## src/rtl/if_prefetch_pkg.sv

```systemverilog
// Shared definitions for the instruction prefetch stage.
package if_prefetch_pkg;

  // Fetch control: normal streaming, or a redirect parked behind a held bus request.
  typedef enum logic [0:0] {
    StRun,
    StHoldRedir
  } fetch_state_e;

  // Instruction fetches are always full words.
  localparam logic [3:0] IbusByteEnAll = 4'b1111;

  // Byte distance between consecutive instructions.
  localparam int unsigned PcStep = 4;

  // Width of a counter that must represent 0..depth inclusive.
  function automatic int unsigned cnt_width(input int unsigned depth);
    return $clog2(depth + 1);
  endfunction

endpackage

```

## src/rtl/if_prefetch_sync_fifo.sv

```systemverilog
// Generic synchronous FIFO with first-word fall-through read and a flush input.
module if_prefetch_sync_fifo #(
  parameter int unsigned WIDTH = 8,
  parameter int unsigned DEPTH = 4
) (
  input  logic                       clk_i,
  input  logic                       rst_ni,
  input  logic                       flush_i,
  input  logic                       push_i,
  input  logic [WIDTH-1:0]           wdata_i,
  input  logic                       pop_i,
  output logic [WIDTH-1:0]           rdata_o,
  output logic                       empty_o,
  output logic                       full_o,
  output logic [$clog2(DEPTH+1)-1:0] count_o
);

  localparam int unsigned PtrW = (DEPTH > 1) ? $clog2(DEPTH) : 1;
  localparam int unsigned CntW = $clog2(DEPTH + 1);

  typedef logic [PtrW-1:0] ptr_t;
  typedef logic [CntW-1:0] cnt_t;

  localparam ptr_t LastPtr  = ptr_t'(DEPTH - 1);
  localparam cnt_t DepthCnt = cnt_t'(DEPTH);

  logic [WIDTH-1:0] mem_q [DEPTH];
  ptr_t             wr_ptr_q, wr_ptr_d;
  ptr_t             rd_ptr_q, rd_ptr_d;
  cnt_t             count_q, count_d;
  logic             do_push, do_pop;

  // Pointers wrap explicitly so non-power-of-two depths work too.
  function automatic ptr_t ptr_inc(input ptr_t p);
    return (p == LastPtr) ? '0 : p + ptr_t'(1);
  endfunction

  // Pointer and occupancy update; flush discards everything.
  always_comb begin
    do_push  = push_i && !flush_i;
    do_pop   = pop_i && !flush_i && (count_q != '0);
    wr_ptr_d = do_push ? ptr_inc(wr_ptr_q) : wr_ptr_q;
    rd_ptr_d = do_pop ? ptr_inc(rd_ptr_q) : rd_ptr_q;
    count_d  = count_q + cnt_t'(do_push) - cnt_t'(do_pop);
    if (flush_i) begin
      wr_ptr_d = '0;
      rd_ptr_d = '0;
      count_d  = '0;
    end
  end

  // Pointer and count registers.
  always_ff @(posedge clk_i or negedge rst_ni) begin
    if (!rst_ni) begin
      wr_ptr_q <= '0;
      rd_ptr_q <= '0;
      count_q  <= '0;
    end else begin
      wr_ptr_q <= wr_ptr_d;
      rd_ptr_q <= rd_ptr_d;
      count_q  <= count_d;
    end
  end

  // Storage needs no reset; occupancy decides what is valid.
  always_ff @(posedge clk_i) begin
    if (do_push) begin
      mem_q[wr_ptr_q] <= wdata_i;
    end
  end

  // Head and status outputs.
  always_comb begin
    rdata_o = mem_q[rd_ptr_q];
    empty_o = (count_q == '0);
    full_o  = (count_q == DepthCnt);
    count_o = count_q;
  end

  // Writers must never push into a full queue.
  assert property (@(posedge clk_i) disable iff (!rst_ni) !(push_i && !flush_i && full_o));

endmodule

```

## src/rtl/if_prefetch.sv

```systemverilog
// Instruction prefetch stage: pipelined Avalon-MM fetch with an in-order prefetch queue.
module if_prefetch
  import if_prefetch_pkg::*;
#(
  parameter int unsigned     XLEN            = 32,
  parameter int unsigned     FIFO_DEPTH      = 4,
  parameter int unsigned     MAX_OUTSTANDING = 2,
  parameter logic [XLEN-1:0] RESET_PC        = '0
) (
  input  logic            clk,
  input  logic            rst_n,
  output logic            ibus_read,
  output logic [XLEN-1:0] ibus_address,
  output logic [3:0]      ibus_byte_enable,
  input  logic            ibus_waitrequest,
  input  logic            ibus_readdatavalid,
  input  logic [XLEN-1:0] ibus_readdata,
  input  logic            branch_take,
  input  logic [XLEN-1:0] branch_pc,
  input  logic            trap_take,
  input  logic [XLEN-1:0] trap_pc,
  input  logic            if_stall,
  output logic            if_valid,
  output logic [XLEN-1:0] if_pc,
  output logic [XLEN-1:0] if_instruction
);

  localparam int unsigned CntW   = cnt_width(FIFO_DEPTH);
  localparam int unsigned FlCntW = cnt_width(MAX_OUTSTANDING);

  typedef logic [CntW-1:0] cnt_t;
  typedef logic [CntW:0]   sum_t;

  localparam sum_t DepthLim = sum_t'(FIFO_DEPTH);
  localparam cnt_t MaxOut   = cnt_t'(MAX_OUTSTANDING);

  typedef struct packed {
    logic            read;
    logic [XLEN-1:0] address;
    logic [3:0]      byte_enable;
  } avalon_req_t;

  typedef struct packed {
    logic            waitrequest;
    logic            readdatavalid;
    logic [XLEN-1:0] readdata;
  } avalon_resp_t;

  typedef struct packed {
    logic            valid;
    logic [XLEN-1:0] pc;
    logic [XLEN-1:0] instruction;
  } if2id_pipeline_t;

  avalon_req_t     req;
  avalon_resp_t    resp;
  if2id_pipeline_t if2id;

  fetch_state_e    state_q, state_d;
  logic [XLEN-1:0] fetch_pc_q, fetch_pc_d;
  logic [XLEN-1:0] redir_pc_q, redir_pc_d;
  cnt_t            outstanding_q, outstanding_d;
  cnt_t            discard_q, discard_d;

  logic            redirect;
  logic [XLEN-1:0] redir_target;
  logic            issue_ok;
  logic            accept;
  logic            held;
  logic            rvalid;

  logic              pf_push, pf_pop, pf_empty, pf_full;
  logic [2*XLEN-1:0] pf_rdata;
  cnt_t              pf_count;

  logic              fl_empty, fl_full;
  logic [XLEN-1:0]   fl_rdata;
  logic [FlCntW-1:0] fl_count;

  // Bus bundle and redirect decode; trap has priority over branch.
  always_comb begin
    resp.waitrequest   = ibus_waitrequest;
    resp.readdatavalid = ibus_readdatavalid;
    resp.readdata      = ibus_readdata;
    redirect           = trap_take | branch_take;
    redir_target       = trap_take ? trap_pc : branch_pc;
    rvalid             = resp.readdatavalid;
    // Every accepted read reserves a queue slot, so responses can never overflow it.
    issue_ok = (({1'b0, outstanding_q} + {1'b0, pf_count}) < DepthLim) &&
               (outstanding_q < MaxOut);
  end

  // FSM state register.
  always_ff @(posedge clk or negedge rst_n) begin
    if (!rst_n) begin
      state_q <= StRun;
    end else begin
      state_q <= state_d;
    end
  end

  // FSM next state: a redirect that meets a stalled request must wait for its acceptance.
  always_comb begin
    state_d = state_q;
    unique case (state_q)
      StRun:       if (redirect && held) state_d = StHoldRedir;
      StHoldRedir: if (accept) state_d = StRun;
      default:     state_d = StRun;
    endcase
  end

  // FSM outputs: a held request stays asserted regardless of queue room.
  always_comb begin
    req.read        = rst_n && ((state_q == StHoldRedir) || issue_ok);
    req.address     = fetch_pc_q;
    req.byte_enable = IbusByteEnAll;
    accept          = req.read && !resp.waitrequest;
    held            = req.read && resp.waitrequest;
  end

  // Fetch PC, pending target and in-flight bookkeeping.
  always_comb begin
    fetch_pc_d    = fetch_pc_q;
    redir_pc_d    = redir_pc_q;
    outstanding_d = outstanding_q + cnt_t'(accept) - cnt_t'(rvalid);
    discard_d     = discard_q;
    if (rvalid && (discard_q != '0)) begin
      discard_d = discard_q - cnt_t'(1);
    end
    if (accept) begin
      fetch_pc_d = fetch_pc_q + XLEN'(PcStep);
    end
    if (state_q == StHoldRedir) begin
      if (redirect) begin
        redir_pc_d = redir_target;
      end
      // The held read belongs to the old stream: drop its data and jump once it is taken.
      if (accept) begin
        fetch_pc_d = redirect ? redir_target : redir_pc_q;
        discard_d  = discard_d + cnt_t'(1);
      end
    end else if (redirect) begin
      // Everything still in flight after this cycle is stale.
      discard_d = outstanding_d;
      if (held) begin
        redir_pc_d = redir_target;
      end else begin
        fetch_pc_d = redir_target;
      end
    end
  end

  // Datapath registers.
  always_ff @(posedge clk or negedge rst_n) begin
    if (!rst_n) begin
      fetch_pc_q    <= RESET_PC;
      redir_pc_q    <= RESET_PC;
      outstanding_q <= '0;
      discard_q     <= '0;
    end else begin
      fetch_pc_q    <= fetch_pc_d;
      redir_pc_q    <= redir_pc_d;
      outstanding_q <= outstanding_d;
      discard_q     <= discard_d;
    end
  end

  // Queue control: a redirect flushes, blocks the pop and drops this cycle's return.
  always_comb begin
    pf_push = rvalid && (discard_q == '0) && !redirect;
    pf_pop  = !pf_empty && !if_stall && !redirect;
  end

  // PCs of accepted reads, matched in order against returned data.
  if_prefetch_sync_fifo #(
    .WIDTH(XLEN),
    .DEPTH(MAX_OUTSTANDING)
  ) u_inflight_fifo (
    .clk_i  (clk),
    .rst_ni (rst_n),
    .flush_i(1'b0),
    .push_i (accept),
    .wdata_i(fetch_pc_q),
    .pop_i  (rvalid),
    .rdata_o(fl_rdata),
    .empty_o(fl_empty),
    .full_o (fl_full),
    .count_o(fl_count)
  );

  // Prefetch queue of {pc, instruction}.
  if_prefetch_sync_fifo #(
    .WIDTH(2 * XLEN),
    .DEPTH(FIFO_DEPTH)
  ) u_prefetch_fifo (
    .clk_i  (clk),
    .rst_ni (rst_n),
    .flush_i(redirect),
    .push_i (pf_push),
    .wdata_i({fl_rdata, resp.readdata}),
    .pop_i  (pf_pop),
    .rdata_o(pf_rdata),
    .empty_o(pf_empty),
    .full_o (pf_full),
    .count_o(pf_count)
  );

  // Output ports.
  always_comb begin
    if2id.valid       = !pf_empty;
    if2id.pc          = pf_rdata[2*XLEN-1:XLEN];
    if2id.instruction = pf_rdata[XLEN-1:0];
    if_valid          = if2id.valid;
    if_pc             = if2id.pc;
    if_instruction    = if2id.instruction;
    ibus_read         = req.read;
    ibus_address      = req.address;
    ibus_byte_enable  = req.byte_enable;
  end

  assert property (@(posedge clk) disable iff (!rst_n) !(pf_push && pf_full));
  assert property (@(posedge clk) disable iff (!rst_n) !(accept && fl_full));
  assert property (@(posedge clk) disable iff (!rst_n) !(rvalid && fl_empty));
  assert property (@(posedge clk) disable iff (!rst_n) outstanding_q == cnt_t'(fl_count));

endmodule

```

## config.mk

```make
export PLATFORM = sky130hd
export DESIGN_NAME = if_prefetch
export DESIGN_NICKNAME = d
export VERILOG_FILES = /design/src/rtl/if_prefetch_pkg.sv /design/src/rtl/if_prefetch_sync_fifo.sv /design/src/rtl/if_prefetch.sv
export SDC_FILE = /design/constraint.sdc
export NUM_CORES = 1
export LEC_CHECK = 0
export CAP_MARGIN = 20
export CORE_MARGIN = 4
export CORE_UTILIZATION = 40
export CTS_CLUSTER_DIAMETER = 50
export DETAILED_ROUTE_END_ITERATION = 7
export GPL_ROUTABILITY_DRIVEN = 0
export GPL_TIMING_DRIVEN = 1
export PLACE_DENSITY_LB_ADDON = 0.3
export SETUP_SLACK_MARGIN = 0.15
export SYNTH_ARGS = -nofsm -noshare
export SYNTH_HDL_FRONTEND = slang
export SYNTH_SLANG_ARGS = --single-unit
```

## constraint.sdc

```tcl
create_clock -name clk -period 3 [get_ports clk]
set_input_delay 0.45 -clock clk [delete_from_list [all_inputs] [get_ports clk]]
set_output_delay 0.45 -clock clk [all_outputs]
set_load 0.005 [all_outputs]
```

* After elaboration in Yosys (flattened, before gate mapping)
Memory sizes are Yosys's and may differ from the RTL's.
Index checks and enable logic that the tools add are counted.
** Cells by class
- Add/sub/neg operators :: 14
- Magnitude comparators :: 2
- Equality and inequality tests :: 2
- Mux-type cells :: 30
- Bitwise operators :: 2
- Reductions and logical operators :: 29
** Operators with widths (number)
- 32-bit two-way mux :: 10
- 32-bit by 3-bit adder with 32-bit output, second input constant :: 1
- 3-bit two-way mux :: 5
- 1-bit logical AND :: 14
- 2-bit two-way mux :: 6
- 2-bit nonzero test :: 5
- 1-bit two-way mux :: 8
- 3-bit by 1-bit adder with 3-bit output :: 2
- 3-bit logical NOT :: 2
- 3-bit nonzero test :: 2
- 3-bit by 1-bit subtractor with 3-bit output :: 2
- 2-bit by 1-bit adder with 2-bit output, second input constant :: 2
- 3-bit by 3-bit adder with 4-bit output :: 1
- 2-bit == test, second input constant :: 2
- 1-bit logical NOT :: 4
- 4-bit by 3-bit less-than comparator with 1-bit output, second input constant :: 1
- 3-bit by 1-bit adder with 3-bit output, second input constant :: 1
- 3-bit by 2-bit less-than comparator with 1-bit output, second input constant :: 1
- 3-bit by 1-bit subtractor with 3-bit output, second input constant :: 1
- 1-bit adder, second input constant :: 2
- 2-bit by 1-bit adder with 2-bit output :: 1
- 1-bit one-hot mux with 2 select lines :: 1
- 2-bit AND reduction :: 1
- 2-bit by 1-bit subtractor with 2-bit output :: 1
- other kinds (3) :: 3
** Storage, ports and cells
- Register bits :: 82
- Bits in writable memories :: 320
- Input bits :: 103
- Word-level logic and storage cells :: 92
- Memories kept :: 2
** Memory list
- u_prefetch_fifo.mem_q :: depth 4, width 64, read ports 1, clocked after Yosys merged registers in 0, write ports 1, RTL line if_prefetch_sync_fifo.sv:27 : logic [WIDTH-1:0] mem_q [DEPTH];
- u_inflight_fifo.mem_q :: depth 2, width 32, read ports 1, clocked after Yosys merged registers in 0, write ports 1, RTL line if_prefetch_sync_fifo.sv:27

* Logic depth before layout (Yosys ltp)
Gate-level depths: netlist of run 1.
- Depth in word-level cells :: 10
- Gate-level depth with buffers :: 12
- Mapped depth without buffers :: 11

* Hierarchy
From an unflattened synthesis of run 1, not the netlist that was laid out.
** Second synthesis, totals
- Cell total of the unflattened synthesis :: 1059
- Area, all modules :: 17240.3 µm²
** By module, submodules not included
- if_prefetch_sync_fifo (u_prefetch_fifo) :: times used 1, cells each 377, area an instance 9691.8 µm², seq. area each 7862.5 µm²
- if_prefetch :: times used 1, cells each 559, area an instance 4978.5 µm², seq. area each 1776.7 µm²
- if_prefetch_sync_fifo (u_inflight_fifo) :: times used 1, cells each 123, area an instance 2570.0 µm², seq. area each 2021.9 µm²

* Least setup slack after synthesis of run 1
No wires, ideal clock.
- Path kind :: reg-to-reg
- Start :: register u_prefetch_fifo.count_q[2], in the netlist u_prefetch_fifo.count_o[2]
- End :: memory u_inflight_fifo.mem_q[0][0] (netlist bit) (enable)
- Library setup time :: 421 ps
- Arrival time :: 2902 ps
- Data required time :: 2579 ps
- Slack :: -323 ps
- Stages on the path, launching flop included :: 5
- Cell sequence :: dfrtp_1 > ha_1 > nor4b_4 > o211ai_1 > nor2_1
** Between the ends
- Cells in the longest elaborated chain, start to end :: 8
** Ends and longest elaborated chain
- start, declared :: RTL line if_prefetch_sync_fifo.sv:30 : cnt_t count_q, count_d;
- start signal, assigned :: RTL line if_prefetch_sync_fifo.sv:61 : count_q <= count_d;
- 3-bit by 3-bit adder with 4-bit output :: RTL line if_prefetch.sv:89 : issue_ok = (({1'b0, outstanding_q} + {1'b0, pf_count}) < DepthLim) &&
- 4-bit by 3-bit less-than comparator with 1-bit output :: RTL line if_prefetch.sv:89
- 1-bit logical AND :: RTL line if_prefetch.sv:89
- 1-bit logical OR :: RTL line if_prefetch.sv:114 : req.read = rst_n && ((state_q == StHoldRedir) || issue_ok);
- 1-bit logical AND :: RTL line if_prefetch.sv:114
- 1-bit logical AND :: RTL line if_prefetch.sv:117 : accept = req.read && !resp.waitrequest;
- 1-bit two-way mux :: RTL line if_prefetch_sync_fifo.sv:67 : if (do_push) begin
- 1-bit two-way mux (not written as such) :: RTL line if_prefetch_sync_fifo.sv:68 : mem_q[wr_ptr_q] <= wdata_i;
- end, declared :: RTL line if_prefetch_sync_fifo.sv:27
No other way between the ends.

* Final worst setup path of run 1
- Start :: register u_prefetch_fifo.rd_ptr_q[0]
- End :: output if_pc[27]
** Between the ends
- Cells in the longest elaborated chain, start to end :: 1
** Ends and longest elaborated chain
- start, declared :: RTL line if_prefetch_sync_fifo.sv:29 : ptr_t rd_ptr_q, rd_ptr_d;
- start signal, assigned :: RTL line if_prefetch_sync_fifo.sv:60 : rd_ptr_q <= rd_ptr_d;
- memory read 4 x 64 bit
- end, declared :: RTL line if_prefetch.sv:24 : output logic [XLEN-1:0] if_pc,
No other way between the ends.

==> reports/results.txt, run 1 <==
outcome: complete, no violations
Setup Crit Path Kind: flip-flop to primary output
Tot GR Track Use: 0.1764
mean area per synthesized cell: 16.21 µm²
core box area: 0.04120 mm²
Pleak: 7.667 nW
area delta synth->final: 28.15%
IO buf count: 200
Synth area leaders: edfxtp_1, dfrtp_1, mux4_2
Die Y: 213.1 µm
CTS max path bufs: 3
Cell Rows: 74
Top FF cell, synth: edfxtp_1
Max rail drop VDD: 436.4 µV
CP Max Fanout: 5
Final Instance Area: 0.02157 mm²
Yosys top cell by area: edfxtp_1
Fill cells: 3381
period utilization: 0.9329
Cell Pwr Density: 737.1 mW/mm²
Setup crit end kind: primary output
Clock transition at path regs: 0.06 ns
worst hold path class: input port to async pin
initial antenna violation count: 0
RSZ-0062 raised after global routing: true
Placed Instances: 1778
MaxCap Viol Count: 0
slowest CP cell: clkdlybuf4s50_1
pin count of the biggest net entering global routing: 59
Post-synth EDFFs: 320
Max Freq: 357.3 MHz
Vias: 10010
Min Clock Period, post-route: 2.799 ns
critical path, cell by cell: buf_12 > buf_4 > mux4_2 > clkdlybuf4s50_1
drt pass-1 iters: 7
Via-to-Cell Ratio: 5.343
top-count cell post-synth: edfxtp_1
number of global-route vias before repair: 10390
clock latency on the worst-skew pair: 0.58 ns
Fin Setup TNS: 0 ns
skew final: 0.02566 ns
Setup WS pre-CTS: 0.09069 ns
asr flop ratio synth: 0.2040
# IOs: 205
Final nets: 1427
crit-path leading delay family: buffers and inverters
share of the synthesized area in the top cell type: 0.5710
first-pass GRT wire length: 61.67 mm
CTS tree: done
CP peak stage delay: 0.52 ns
Synth cell types: 65
grt total ovfl: 0
Final WS setup: 0.2012 ns
Slew @ Worst Pin: 0.7779 ns
most instantiated cells after synthesis: edfxtp_1, dfrtp_1, nand2_1, o21ai_0, mux4_2
drt wl/cell: 21.04 µm
drt total wl: 39.43 mm
CP Buf/Inv Count: 3
TritonCTS Buffers: 47
First DRT Iteration DRCs: 689
clock sinks: 402
Layout Utilization: 0.5235
sequential area share after synthesis: 0.6929
layout cells sized above 1: 0.1900
Worst EP arrival: 2.35 ns
chip width: 213.1 µm
area of the die: 0.04542 mm²
Seq cells post-synth: 402
Synth Instances: 1038
hpwl dp: 26.71 mm
endpoints failing setup: 0
Final Hold Vio Count: 0
Antenna Cells: 0
H-tree depth: 2
type of origin of the critical path: flip-flop
post-route ant nets: 0
Starting Density: 0.4085
Max Transition Viols Final: 0
Post-Syn Area: 0.01683 mm²
Slew HR: 0.4814
root buf cell: clkbuf_16
Layout Cells excl Fill: 1874
# DRC: 0
DP Area: 0.01996 mm²
Ys Warns: 0
Worst EP required: 2.55 ns
## routing by layer
layer | routed length [µm] | global-route usage | up-vias
met5 | 0 | 0 | -
met4 | 1058 | 0.05775 | 0
met3 | 2562 | 0.03732 | 71
met2 | 18470 | 0.2842 | 325
met1 | 17350 | 0.2417 | 4995
li1 | - | - | 4622
## cell usage in the layout, fill, tap and decap left out, types with 26 or more instances in the layout
cell and n:
a21oi_1 26, inv_1 28, mux2i_1 40, clkbuf_16 49, mux4_2 64, clkdlybuf4s50_1 181
mux2_2 35, edfxtp_1 320, nand2_1 72, nor2_1 41, dfrtp_1 80, o21ai_0 65
buf_4 48
## per-stage QoR
stage / total power, mW / hold slack [ns]
2_1_floorplan: 8.986 / 0.1544
3_3_place_gp: 10.47 / 0.4589
3_5_place_dp: 10.55 / 0.4708
4_1_cts: 16.07 / 0.3922
5_1_grt: 16.69 / 0.4406
6_report: 15.90 / 0.4193
## layout make-up
class / instances / area [µm²] / area share
timing repair buffer: 268 / 2751 / 0.1276
clock buffer: 66 / 1300 / 0.06027
tap: 532 / 665.6 / 0.03086
multi-input combinational: 557 / 4885 / 0.2265
clock inverter: 21 / 195.2 / 0.009050
inverter: 28 / 105.1 / 0.004873
sequential: 402 / 11670 / 0.5409
## worst register-to-register path, cell delays in order, from the launching register on
cell and delay (ns):
dfrtp_1 0.41, ha_4 0.26, or4b_4 0.55, or3_4 0.41
nand3_1 0.34, buf_4 0.23, o22ai_1 0.10, nand3b_1 0.19
## what timing repair did
item	CTS	global route
gates resized for setup	9	12
buffers inserted	7	1
hold buffers	1	0
hold endpoints to repair	14	0
endpoints found under the setup margin	65	26
## power by group
part | internal, mW | switching, mW | total [mW]
Combinational | 1.45 | 1.59 | 3.04
Sequential | 6.84 | 0.568 | 7.41
Clock | 3.23 | 2.21 | 5.44
## state kept, by name (all words and copies together), names as in the netlist, named ones only
name,flops
u_prefetch_fifo.mem_q,256
u_inflight_fifo.mem_q,64
redir_pc_q,32
ibus_address,30
discard_q,3
outstanding_q,3
u_prefetch_fifo.count_o,3
u_inflight_fifo.count_o,2
u_prefetch_fifo.rd_ptr_q,2
u_prefetch_fifo.wr_ptr_q,2
state_q,1
u_inflight_fifo.rd_ptr_q,1
u_inflight_fifo.wr_ptr_q,1
## worst paths after layout
check,from,end,cells after the start,slack (ns)
hold / removal,rst_n,ibus_address[10]$_DFF_PN0_,3,0.42
setup / recovery,u_prefetch_fifo.rd_ptr_q[0]$_DFFE_PN0P_,if_pc[27],4,0.20
setup reg to reg,outstanding_q[2]$_DFF_PN0_,ibus_address[22]$_DFF_PN0_,7,0.36
hold reg to reg,redir_pc_q[14]$_DFFE_PN0P_,redir_pc_q[14]$_DFFE_PN0P_,2,0.48
max in group asynchronous,rst_n,ibus_address[19]$_DFF_PN0_,4,1.50
min in group clk,trap_take,u_prefetch_fifo.rd_ptr_q[1]$_DFFE_PN0P_,6,0.42
## cells by family (layout without fill, tap and decap cells)
logic type	Yosys count	in the layout	synth area share
adder cells (fa/ha/maj)	20	20	0.01576
multiplexers	139	139	0.1329
AND/OR/NAND/NOR	205	205	0.06208
flip-flops	402	402	0.6929
other	1	4	0.0002228
buffers and inverters	82	383	0.02022
XOR/XNOR	26	26	0.01353
AO/OA/AOI/OAI	163	163	0.06245
Power figures use the tool's default switching activity.
==> run 2: changes to the inputs <==
--- a/config.mk
+++ b/config.mk
@@ -8,2 +8,3 @@
 export CAP_MARGIN = 20
+export CORE_ASPECT_RATIO = 0.7
 export CORE_MARGIN = 4
@@ -12,3 +13,2 @@
 export DETAILED_ROUTE_END_ITERATION = 7
-export GPL_ROUTABILITY_DRIVEN = 0
 export GPL_TIMING_DRIVEN = 1
==> constraint.sdc (replaced) <==
create_clock -name clk -period 3 [get_ports clk]
set_input_delay 0.75 -clock clk [delete_from_list [all_inputs] [get_ports clk]]
set_output_delay 0.75 -clock clk [all_outputs]
set_load 0.005 [all_outputs]
==> run 2 against run 1 <==
Compared with the run above: maximum frequency decreased by 5.8%; sequential cell count unchanged; critical path depth is 2 higher; sequential share of layout area fell by 0.82 points; power is 0.60% lower; clock power fell by 2%; non-clock buffer count increased by 26; final area grew 1.5%; utilization increased by 0.72 points; die area increased by 0.11%; global-route usage is 0.15 points higher; hold slack got worse by 0.19 ns; highest routed layer is now met5.
==> reports/results.txt, run 2 (same netlist as run 1, synthesis figures left out) <==
period utilization: 0.9903
Clock transition at path regs: 0.06 ns
most common cell after layout, fill and taps aside: edfxtp_1
clock latency on the worst-skew pair: 0.55 ns
DP Area: 0.02004 mm²
multi-input logic area: 0.004898 mm²
outcome: complete, no violations
Via-to-Cell Ratio: 5.434
pin count of the biggest net entering global routing: 65
Placed Instances: 1791
Slew HR: 0.4486
Starting Density: 0.4078
CTS max path bufs: 3
Max Transition Viols Final: 0
# IOs: 205
FF+latch area: 0.01167 mm²
Vias: 10320
drt pass-1 iters: 5
area of the die: 0.04547 mm²
Worst EP required: 2.25 ns
RSZ-0062 raised after global routing: true
Fill cells: 3372
Slew @ Worst Pin: 0.8216 ns
clock sinks: 402
chip width: 253.2 µm
type of origin of the critical path: flip-flop
H-tree depth: 2
Max Freq: 336.6 MHz
number of global-route vias before repair: 10530
Die Y: 179.6 µm
drt wl/cell: 21.47 µm
Layout Utilization: 0.5307
Setup Crit Path Kind: flip-flop to primary output
root buf cell: clkbuf_16
skew final: 0.02511 ns
CTS tree: done
first-pass GRT wire length: 63.05 mm
max FFs per register: 256
Layout Cells excl Fill: 1900
leading cell types in the layout, fill and taps excluded: edfxtp_1, clkdlybuf4s50_1, dfrtp_1, nand2_1, o21ai_0
layout cells sized above 1: 0.2456
MaxCap Viol Count: 0
CP Buf/Inv Count: 5
Largest regs: u_prefetch_fifo.mem_q x256, u_inflight_fifo.mem_q x64, redir_pc_q x32
Final Instance Area: 0.02190 mm²
Min Clock Period, post-route: 2.971 ns
Final Hold Vio Count: 0
Antenna Cells: 0
TritonCTS Buffers: 42
post-route ant nets: 0
Setup crit end kind: primary output
RePlAce Congestion: 0.8696
core box area: 0.04127 mm²
crit-path leading delay family: buffers and inverters
Most Frequent Cell on Critical Path: buf_16
endpoints failing setup: 0
CP Max Fanout: 7
Final Power: 15.80 mW
Cell Pwr Density: 721.5 mW/mm²
IO buf count: 200
initial antenna violation count: 1
slowest CP cell: dfrtp_4
hpwl dp: 27.04 mm
critical path, cell by cell: buf_12 > buf_16 > buf_8 > buf_16 > mux4_2 > buf_2
area delta synth->final: 30.14%
First DRT Iteration DRCs: 719
Tot GR Track Use: 0.1780
Most flops, register: u_prefetch_fifo.mem_q
Final nets: 1448
Max rail drop VDD: 377.3 µV
worst hold path class: input port to async pin
grt total ovfl: 0
Fin Setup TNS: 0 ns
Pleak: 7.813 nW
drt total wl: 40.79 mm
# DRC: 0
CP peak stage delay: 0.51 ns
Cell Rows: 62
Worst EP arrival: 2.22 ns
[run 2: routing by layer]
metal | up-vias | wire (µm) | track usage
li1 | 4648 | - | -
met1 | 5315 | 18540 | 0.2584
met2 | 300 | 19130 | 0.2793
met3 | 59 | 2411 | 0.03828
met4 | 2 | 701 | 0.03881
met5 | - | 13 | 0
[run 2: stage by stage]
| step | hold slack, ns | worst slack [ns] |
|---|---|---|
| after CTS | 0.1960 | 0.007112 |
| after global placement | 0.4585 | -0.07163 |
| after global routing | 0.2135 | -0.01583 |
| after floorplan | 0.4447 | 0.1364 |
| after detailed placement | 0.4649 | -0.09348 |
| final | 0.2314 | 0.02910 |
[run 2: repair_timing]
action	CTS	global route
pin swaps	2	2
gates cloned	5	0
setup endpoints to repair	65	57
resized for setup	243	41
buffers inserted	22	7
hold buffers	0	0
[run 2: worst paths after layout]
| kind | cells after the start | start | slack, ns | endpoint |
|---|---|---|---|---|
| max | 6 | u_prefetch_fifo.rd_ptr_q[0]$_DFFE_PN0P_ | 0.03 | if_pc[24] |
| max in group asynchronous | 2 | rst_n | 2.01 | ibus_address[6]$_DFF_PN0_ |
| min in group clk | 1 | u_inflight_fifo.rd_ptr_q$_DFFE_PN0P_ | 0.48 | u_inflight_fifo.rd_ptr_q$_DFFE_PN0P_ |
| min reg2reg | 1 | u_inflight_fifo.rd_ptr_q$_DFFE_PN0P_ | 0.48 | u_inflight_fifo.rd_ptr_q$_DFFE_PN0P_ |
| min | 2 | rst_n | 0.23 | redir_pc_q[1]$_DFFE_PN0P_ |
| max reg2reg | 11 | outstanding_q[1]$_DFF_PN0_ | 0.36 | discard_q[2]$_DFF_PN0_ |
[run 2: where the power goes]
group	leakage, nW	total (mW)	internal [mW]	switching [mW]
clock	0.680	5.33	3.18	2.16
combinational	3.25	3.04	1.47	1.57
sequential	3.89	7.43	6.84	0.592
total	7.81	15.8	11.5	4.32
[run 2: cell type report]
class / instances / share of cell area
multi-input cells: 557 / 0.2237
well taps: 544 / 0.03108
repair buffers: 294 / 0.1434
inverters: 28 / 0.004799
clock inverters: 22 / 0.01354
flip-flops and latches: 402 / 0.5327
clock buffers: 53 / 0.05084
